### src/rtl/fifo_pkg.sv
// Shared constants and helpers for the synchronous byte FIFO.
package fifo_pkg;

    localparam int unsigned FIFO_DATA_WIDTH = 8;
    localparam int unsigned FIFO_DEPTH      = 8;

    // Pointers carry one extra wrap bit above the storage address.
    function automatic int unsigned ptr_width(input int unsigned addr_width);
        return addr_width + 1;
    endfunction

endpackage

### src/rtl/fifo_mem.sv
// Simple dual-port register array: one write port, one registered read port.
module fifo_mem #(
    parameter int unsigned DATA_WIDTH = 8,
    parameter int unsigned DEPTH      = 8,
    parameter int unsigned ADDR_WIDTH = $clog2(DEPTH)
) (
    input  logic                  clk,
    input  logic                  rst,
    input  logic                  we,
    input  logic [ADDR_WIDTH-1:0] waddr,
    input  logic [DATA_WIDTH-1:0] wdata,
    input  logic                  re,
    input  logic [ADDR_WIDTH-1:0] raddr,
    output logic [DATA_WIDTH-1:0] rdata
);

    logic [DATA_WIDTH-1:0] mem [DEPTH];

    // Storage is deliberately left unreset.
    always_ff @(posedge clk) begin
        if (we) begin
            mem[waddr] <= wdata;
        end
    end

    // Read register clears on reset and otherwise holds between accepted reads.
    always_ff @(posedge clk) begin
        if (rst) begin
            rdata <= '0;
        end else if (re) begin
            rdata <= mem[raddr];
        end
    end

endmodule

### src/rtl/fifo.sv
// Single-clock FIFO: wrap-bit pointers and flags here, storage in fifo_mem.
module fifo
    import fifo_pkg::*;
#(
    parameter int unsigned DATA_WIDTH = FIFO_DATA_WIDTH,
    parameter int unsigned DEPTH      = FIFO_DEPTH,
    parameter int unsigned ADDR_WIDTH = $clog2(DEPTH)
) (
    input  logic                  clk,
    input  logic                  rst_n,
    input  logic                  w_en,
    input  logic                  r_en,
    input  logic [DATA_WIDTH-1:0] data_in,
    output logic [DATA_WIDTH-1:0] data_out,
    output logic                  full,
    output logic                  empty
);

    localparam int unsigned PTR_W = ptr_width(ADDR_WIDTH);
    localparam logic [PTR_W-1:0] PTR_ONE = PTR_W'(1);

    logic [PTR_W-1:0] wr_ptr;
    logic [PTR_W-1:0] rd_ptr;
    logic             wr_ok;
    logic             rd_ok;

    // rst_n is active-high despite its name.
    always_comb begin
        empty = (wr_ptr == rd_ptr);
        full  = (wr_ptr[ADDR_WIDTH-1:0] == rd_ptr[ADDR_WIDTH-1:0]) &&
                (wr_ptr[ADDR_WIDTH] != rd_ptr[ADDR_WIDTH]);
        wr_ok = w_en && !full && !rst_n;
        rd_ok = r_en && !empty && !rst_n;
    end

    always_ff @(posedge clk) begin
        if (rst_n) begin
            wr_ptr <= '0;
            rd_ptr <= '0;
        end else begin
            if (wr_ok) begin
                wr_ptr <= wr_ptr + PTR_ONE;
            end
            if (rd_ok) begin
                rd_ptr <= rd_ptr + PTR_ONE;
            end
        end
    end

    fifo_mem #(
        .DATA_WIDTH(DATA_WIDTH),
        .DEPTH     (DEPTH),
        .ADDR_WIDTH(ADDR_WIDTH)
    ) u_mem (
        .clk  (clk),
        .rst  (rst_n),
        .we   (wr_ok),
        .waddr(wr_ptr[ADDR_WIDTH-1:0]),
        .wdata(data_in),
        .re   (rd_ok),
        .raddr(rd_ptr[ADDR_WIDTH-1:0]),
        .rdata(data_out)
    );

endmodule

### config.mk
export PLATFORM = sky130hd
export DESIGN_NAME = fifo
export DESIGN_NICKNAME = d
export VERILOG_FILES = /design/src/rtl/fifo_pkg.sv /design/src/rtl/fifo_mem.sv /design/src/rtl/fifo.sv
export SDC_FILE = /design/constraint.sdc
export NUM_CORES = 1
export LEC_CHECK = 0
export ABC_AREA = 1
export CAP_MARGIN = 25
export CORE_MARGIN = 8
export CORE_UTILIZATION = 50
export DETAILED_ROUTE_END_ITERATION = 8
export HOLD_SLACK_MARGIN = 0.12
export PLACE_DENSITY = 0.69
export SYNTH_ARGS = -nofsm -noshare
export SYNTH_HDL_FRONTEND = slang
export SYNTH_SLANG_ARGS = --single-unit
### constraint.sdc
create_clock -name clk -period 2.3 [get_ports clk]
set_input_delay 0.69 -clock clk [delete_from_list [all_inputs] [get_ports clk]]
set_output_delay 0.69 -clock clk [all_outputs]
set_load 0.1 [all_outputs]
======== Word level (Yosys, flattened, before mapping) ========
Memory sizes are Yosys's and may differ from the RTL's. A register that Yosys moved wholly into a read port is not among the register bits.
Index checks and enable logic that the tools add are counted.
storage, ports and cells
  input port bits ......................... 12
  output and inout bits ................... 10
  register bits after elaboration ......... 8
  logic and storage cells ................. 18
  RAM bits ................................ 64
  memories kept ........................... 1
memories
  name       words  bits a word  rd ports  clocked after Yosys merged registers in  wr ports  RTL line        text
  u_mem.mem  8      8            1         1                                        1         fifo_mem.sv:17  logic [DATA_WIDTH-1:0] mem [DEPTH];
cells by class
  multiplexer cells ....................... 2
  eq/ne operators ......................... 3
  reductions and logical operators ........ 8
  $add $sub $neg .......................... 2
operators by type and width
  cell                                                           number
  4-bit by 1-bit adder with 4-bit output, second input constant  2
  1-bit logical AND                                              5
  4-bit == test                                                  1
  3-bit == test                                                  1
  1-bit zero test                                                3
  1-bit two-way mux                                              2
  1-bit != test                                                  1

======== Depth between registers and ports, before layout ========
Gate-level depths: netlist of run 1.
  word-level depth ........................ 7
  gate-level depth with buffers ........... 11
  mapped depth without buffers ............ 9

======== Modules after synthesis ========
From an unflattened synthesis of run 1, not the netlist that was laid out.
second synthesis, totals
  cell total of the unflattened synthesis .. 383
  area total of the unflattened synthesis .. 3614.7 um^2
by module, submodules not included
  module    seq. area each (um^2)  cells an instance  times used  area each (um^2)
  fifo_mem  2082.0                 305                1           3105.5
  fifo      160.2                  78                 1           509.2

======== Worst setup path before layout of run 1 ========
Ideal clock, no wire load.
  path type ............................... register to output
  from .................................... reg rd_ptr[1]
  to ...................................... out full
  cell stages (with the launch flop) ...... 8
  required time ........................... 1.610 ns
  data arrival time ....................... 1.451 ns
  path buffers ............................ 1
  slack ................................... 0.159 ns
  cells stage by stage .................... dfxtp_1 buf_6 inv_6 nand2_1 nand2_2 inv_1 nand4_2 inv_1
between the ends
  cells in the longest elaborated chain, start to end .. 2
RTL lines
  what                      RTL line    text
  start: declaration        fifo.sv:23  logic [PTR_W-1:0] rd_ptr;
  start signal: assignment  fifo.sv:45  rd_ptr <= rd_ptr + PTR_ONE;
  3-bit == test             fifo.sv:30  full = (wr_ptr[ADDR_WIDTH-1:0] == rd_ptr[ADDR_WIDTH-1:0]) &&
  1-bit logical AND         fifo.sv:30
  end: declaration          fifo.sv:15  output logic full,
Every way passes these cells.

======== Worst setup path after layout of run 1 ========
  from .................................... reg rd_ptr[1]
  to ...................................... out empty
between the ends
  cells in the longest elaborated chain, start to end .. 1
RTL lines
  what              RTL line    text
  4-bit == test     fifo.sv:29  empty = (wr_ptr == rd_ptr);
  end: declaration  fifo.sv:16  output logic empty
Every way passes these cells.

==> out/metrics.yaml, run 1 <==
placement:
  dp_hpwl_mm: 5.51
  gp_congestion: 0.966
  portBuffers: 21
setup_path:
  crit_family: "buffers and inverters"
  crit_fanout: 9
  crit_path_start_kind: "register"
  end_kind: "primary output"
  critPathMaxStageDelay_ns: 0.36
  crit_buf_inv: 3
  critPathKind: "register to primary output"
  cpMaxStageDelayCell: "dfxtp_2"
  cp_data_required_time_ns: 1.61
  arrival_ns: 1.51
  cp_cell_sequence: "buf_4 > nand2_1 > nand2_2 > nor2_4 > nand2_4 > inv_1 > buf_12"
grt:
  grt_max_degree: 27
  grtUsageTotal_pct: 16.9
  overflow: 0
  antenna_found_initial: 0
  grt_pass1_vias: 2573
  grt_pass1_wl_mm: 13.1
min_path:
  hold_path.class: "register to register"
clock_network:
  cts_buffers: 9
  cts.clk_slew.worst_paths_ns: 0.08
  cts-root-buf: "clkbuf_8"
  ctsHtreeMaxLevel: 3
  ctsHoldBuffers: 0
  cts_tree: "done"
  ctsLongestPathBuffers: 2
  clock_latency_ns: 0.35
  cts_sinks: 80
floorplan:
  die-area_um2: 10300
  rows: 31
  die_w_um: 101
  die_y_um: 101
  coreArea_um2: 7140
  start_util_pct: 50.9
  io_pins: 22
timing:
  holdWs_ns: 0.480
  grt_setup_unrepaired: "false"
  drv_slew: 0
  fin_skew_ns: 0.00688
  hold_violations: 0
  slew_headroom_pct: 72.1
  fmax_ghz: 0.454
  tns_ns: 0
  tightest_slew_ns: 0.417
  min_period_ns: 2.20
  final.period_utilization_pct: 95.8
  finalSetupViolCount: 0
logic_synthesis:
  synth_cell_types: 24
  synth_fp_nets: 418
  ys_seq_area_share_pct: 61.7
  synth_seq_cells: 80
  syn_area_um2: 3640
  synth_xor_area_share_pct: 0
  synth_top_family_by_area: "simple AND/OR/NAND/NOR gates"
  syn_avg_cell_area_um2: 9.00
  yosys_warnings: 0
  synth_compound_area_share_pct: 2.17
  yosys.area_share.adder_pct: 0.688
  synthSimpleGateAreaFrac_pct: 25.5
  synth_mux_area_share_pct: 0
  synth_cells: 404
route:
  ant_nets: 0
  wl_per_cell_um: 14.4
  first_pass_iters: 5
  drt-total-wl_mm: 7.84
  drt_iter0_drc: 193
  vias: 2670
  route.detailed.drc: 0
  viasPerCell: 4.90
layout:
  layout.nets: 455
  utilization_pct: 58.9
  num-fill-cells: 656
  syn_to_final_growth_pct: 15.7
  drive_gt1_share_pct: 14.3
  num_antenna_cells: 0
power_and_ir_drop:
  power_density_nw_per_um2: 789
  max-vdd-ir-drop_mv: 0.343
  p_leak_nw: 1.91
job:
  max_cap_viol_count: 0
run_status:
  status: "finished, final reports clean"
metrics by stage:
stage / std cells / total power (W) / cell area [µm²] / setup slack [ns]
CTS: 543 / 0.00334 / 4180 / 0.000841
global route: 545 / 0.00348 / 4210 / 0.0113
finish: 545 / 0.00332 / 4210 / 0.0968
detailed placement: 527 / 0.00245 / 4010 / 0.139
global placement: 527 / 0.00244 / 4010 / 0.142
floorplan: 404 / 0.00224 / 3640 / 0.159
cell type report:
type / instances / area [µm²] / area share, %
Clock buffer: 10 / 128 / 3.03
Clock inverter: 6 / 35.0 / 0.833
Inverter: 72 / 278 / 6.61
Multi-Input combinational cell: 238 / 1040 / 24.7
Sequential cell: 80 / 2250 / 53.5
Tap cell: 99 / 124 / 2.95
Timing Repair Buffer: 40 / 353 / 8.39
metal layers:
metal	GRT usage (%)	up-vias	part of all wire, %
met3	3.64	15	6.7
met4	9.28	0	2.5
met2	25.4	94	45
li1	-	1332	-
met5	0	-	0
met1	22.3	1229	46
Yosys cell counts:
master    count  area (µm²)
inv_4         1        6.26
inv_6         1        8.76
nand4_2       1        12.5
a21oi_2       1        8.76
buf_2         9        45.0
clkbuf_1      1        3.75
inv_2         2        7.51
nand3_1      33         165
ha_1          2        25.0
nor2_4        2        22.5
o21ai_1       6        30.0
nand2_1     135         507
a21oi_1       1        5.00
buf_6         2        22.5
inv_1        68         255
nand2_2       4        25.0
o21ai_0       7        35.0
nor3_1        1        5.00
nand2_4       2        22.5
buf_4         2        15.0
nor2_1       41         154
edfxtp_1     64        1920
dfxtp_1      16         320
nand4_1       2        12.5
power breakdown:
group / leakage (nW) / internal, W / total (W) / switching, W
clock: 0.0839 / 0.000386 / 0.000894 / 0.000507
sequential: 0.712 / 0.00161 / 0.00164 / 0.0000313
combinational: 1.12 / 0.000221 / 0.000782 / 0.000562
total: 1.91 / 0.00222 / 0.00332 / 0.00110
tightest hold or removal path, delay by kind of cell, from the launching register on:
kind	cells	cell delay, ns
DFF	1	0.33
and+or+nand+nor	1	0.07
AOI/OAI and AO/OA	1	0.05
cells by family (layout without fill, tap and decap cells):
| logic type | count (synthesis) | in the layout |
|---|---|---|
| AO/OA/AOI/OAI | 15 | 15 |
| adder cells (fa/ha/maj) | 2 | 2 |
| buffers and inverters | 86 | 128 |
| flip-flops | 80 | 80 |
| AND/OR/NAND/NOR | 221 | 221 |
worst paths after layout:
| check | slack, ns | cells past startpoint | end | from |
|---|---|---|---|---|
| hold / removal | 0.48 | 2 | u_mem.rdata[6] | u_mem.rdata[6] |
| setup / recovery | 0.1 | 7 | empty | rd_ptr[1] |
| hold reg to reg | 0.48 | 2 | u_mem.rdata[6] | u_mem.rdata[6] |
| setup reg to reg | 0.43 | 10 | u_mem.mem[4][7] | rd_ptr[1] |
what timing repair did:
action / in CTS / in global routing
gates resized for setup: 3 / 5
setup endpoints to repair: 2 / 2
endpoints found under the hold margin: 0 / 0
setup buffers: 0 / 2
cells in the final DEF, fill, tap and decap left out:
cell / netlist / final
nand2_4: 2 / 2
inv_2: 2 / 3
clkdlybuf4s50_1: 0 / 11
inv_4: 1 / 1
clkbuf_1: 1 / 1
dfxtp_2: 0 / 6
clkinvlp_4: 0 / 1
edfxtp_1: 64 / 64
a21oi_2: 1 / 1
buf_4: 2 / 27
a21oi_1: 1 / 1
nand2_1: 135 / 135
ha_1: 2 / 2
clkbuf_8: 0 / 9
nor2_4: 2 / 2
buf_12: 0 / 2
nand2_2: 4 / 4
nand4_4: 0 / 1
nor3_1: 1 / 1
clkinv_2: 0 / 3
inv_1: 68 / 67
nor2_1: 41 / 41
dfxtp_1: 16 / 10
nand3_1: 33 / 33
nand4_1: 2 / 2
inv_6: 1 / 2
o21ai_0: 7 / 7
clkinv_1: 0 / 1
o21ai_1: 6 / 6
registers in the layout, summed over array words and instances (netlist names):
name	flops
u_mem.mem	64
u_mem.rdata	8
rd_ptr	4
wr_ptr	4
No activity file was read; power rests on OpenSTA's default activity.
==> inputs of run 2 (changes only) <==
--- a/config.mk
+++ b/config.mk
@@ -7,7 +7,7 @@
 export LEC_CHECK = 0
 export ABC_AREA = 1
 export CAP_MARGIN = 25
-export CORE_MARGIN = 8
+export CORE_MARGIN = 2
 export CORE_UTILIZATION = 50
 export DETAILED_ROUTE_END_ITERATION = 8
 export HOLD_SLACK_MARGIN = 0.12
==> out/metrics.yaml, run 2 (synthesis gave the netlist of run 1 again) <==
route:
  first_pass_iters: 5
  route.detailed.drc: 0
  vias: 2679
  drt-total-wl_mm: 7.61
  drt_iter0_drc: 253
  ant_nets: 0
  viasPerCell: 4.94
  wl_per_cell_um: 14.0
setup_path:
  end_kind: "primary output"
  crit_fanout: 10
  startpoint: "rd_ptr[0]"
  cpMaxStageDelayCell: "dfxtp_2"
  crit_path_start_kind: "register"
  cp_data_required_time_ns: 1.61
  crit_buf_inv: 3
  critPathMaxStageDelay_ns: 0.38
  cp_cell_sequence: "buf_4 > nand2_1 > nand2_1 > nand4_4 > inv_2 > buf_12"
  critPathKind: "register to primary output"
  crit_family: "buffers and inverters"
  crit_top_cell: "nand2_1"
  arrival_ns: 1.48
  reg2reg_from: "rd_ptr[1]"
clock_network:
  ctsHtreeMaxLevel: 3
  ctsHoldBuffers: 0
  cts_sinks: 80
  cts.clk_slew.worst_paths_ns: 0.08
  clock_latency_ns: 0.35
  ctsLongestPathBuffers: 2
  cts-root-buf: "clkbuf_8"
  cts_buffers: 9
  cts_tree: "done"
power_and_ir_drop:
  max-vdd-ir-drop_mv: 0.309
  power_density_nw_per_um2: 856
  p_leak_nw: 1.93
floorplan:
  io_pins: 22
  die_y_um: 89.3
  rows: 31
  start_util_pct: 50.9
  die-area_um2: 7970
  die_w_um: 89.3
  coreArea_um2: 7140
run_status:
  status: "finished, final reports clean"
grt:
  grtUsageMet1_pct: 28.4
  grt_pass1_wl_mm: 12.2
  use_met2_pct: 33.1
  gr-usage-met3_pct: 5.36
  grtUsageTotal_pct: 21.2
  antenna_found_initial: 0
  grt-busiest-layer: "met2"
  overflow: 0
  grt_max_degree: 27
  grt_pass1_vias: 2480
timing:
  tightest_slew_ns: 0.466
  fmax_ghz: 0.461
  min_period_ns: 2.17
  final.period_utilization_pct: 94.4
  finalSetupViolCount: 0
  fin_skew_ns: 0.00719
  tns_ns: 0
  drv_slew: 0
  grt_setup_unrepaired: "false"
  slew_headroom_pct: 68.9
  hold_violations: 0
layout:
  regMostFlops: "u_mem.mem"
  num-fill-cells: 631
  num_antenna_cells: 0
  layout.nets: 452
  final_area_um2: 4270
  layout_common_cells: "nand2_1 (135), inv_1 (67), edfxtp_1 (64)"
  drive_gt1_share_pct: 14.2
  largest_reg_flops: 64
  final_common_cell: "nand2_1"
  syn_to_final_growth_pct: 17.3
  top_regs: "u_mem.mem (64), u_mem.rdata (8)"
placement:
  place_area_um2: 4000
  dp_hpwl_mm: 5.32
  gp_congestion: 0.915
  portBuffers: 21
min_path:
  hp-start: "u_mem.rdata[6]"
  hold_path.class: "register to register"
job:
  max_cap_viol_count: 0
[run 2: changes by cell type in the layout (fill, tap and decap cells not counted)]
| cell | change |
|---|---|
| clkinv_2 | -2 |
| clkinvlp_4 | +1 |
| clkinv_1 | -1 |
| dfxtp_2 | -1 |
| bufinv_16 | +3 |
| clkbuf_1 | -1 |
| dfxtp_4 | +1 |
| buf_4 | -3 |
[run 2: layer usage]
layer	wire, µm	vias up
met5	0	-
met3	613	19
met2	3420	112
met1	3350	1223
li1	-	1325
met4	220	0
[run 2: power by group]
part	leakage (nW)	total (W)	switching, W	internal [W]
Clock	0.116	0.00123	0.000511	0.000722
Sequential	0.712	0.00164	0.0000296	0.00161
Combinational	1.10	0.000779	0.000561	0.000217
Total	1.93	0.00365	0.00110	0.00255
[run 2: final timing paths]
| kind | end | slack, ns | cells past startpoint |
|---|---|---|---|
| worst max-delay path | full | 0.13 | 6 |
| worst min-delay path | u_mem.rdata[6] | 0.47 | 2 |
| worst max register to register | u_mem.mem[4][7] | 0.50 | 10 |
| worst min register to register | u_mem.rdata[6] | 0.47 | 2 |
[run 2: cell type report]
| type | count | area (µm²) | area share, % |
|---|---|---|---|
| sequential | 80 | 2250 | 52.8 |
| multi-input combinational | 238 | 1040 | 24.3 |
| timing repair buffer | 37 | 330 | 7.74 |
| inverter | 72 | 278 | 6.51 |
| clock buffer | 9 | 124 | 2.90 |
| tap | 99 | 124 | 2.90 |
| clock inverter | 7 | 119 | 2.79 |
[run 2: worst min-delay path: stages, from the launching register on]
cell	delay [ns]
dfxtp_1	0.33
nand2_2	0.07
a21oi_2	0.05
[run 2: through the flow]
step	hold WS [ns]	util, %	cells	setup slack [ns]	power, W
global route	0.504	59.8	542	0.0323	0.00382
detailed placement	0.461	56.1	526	0.141	0.00244
floorplan	0.512	-	404	0.159	0.00224
finish	0.475	59.8	542	0.129	0.00365
global placement	0.460	56.1	526	0.135	0.00244
CTS	0.476	59.6	542	0.0396	0.00367
[run 2: timing repair]
action / 4_1_cts / 5_1_grt
pin swaps: 0 / 0
resized for setup: 4 / 5
setup endpoints to repair: 2 / 2
setup buffers: 0 / 0
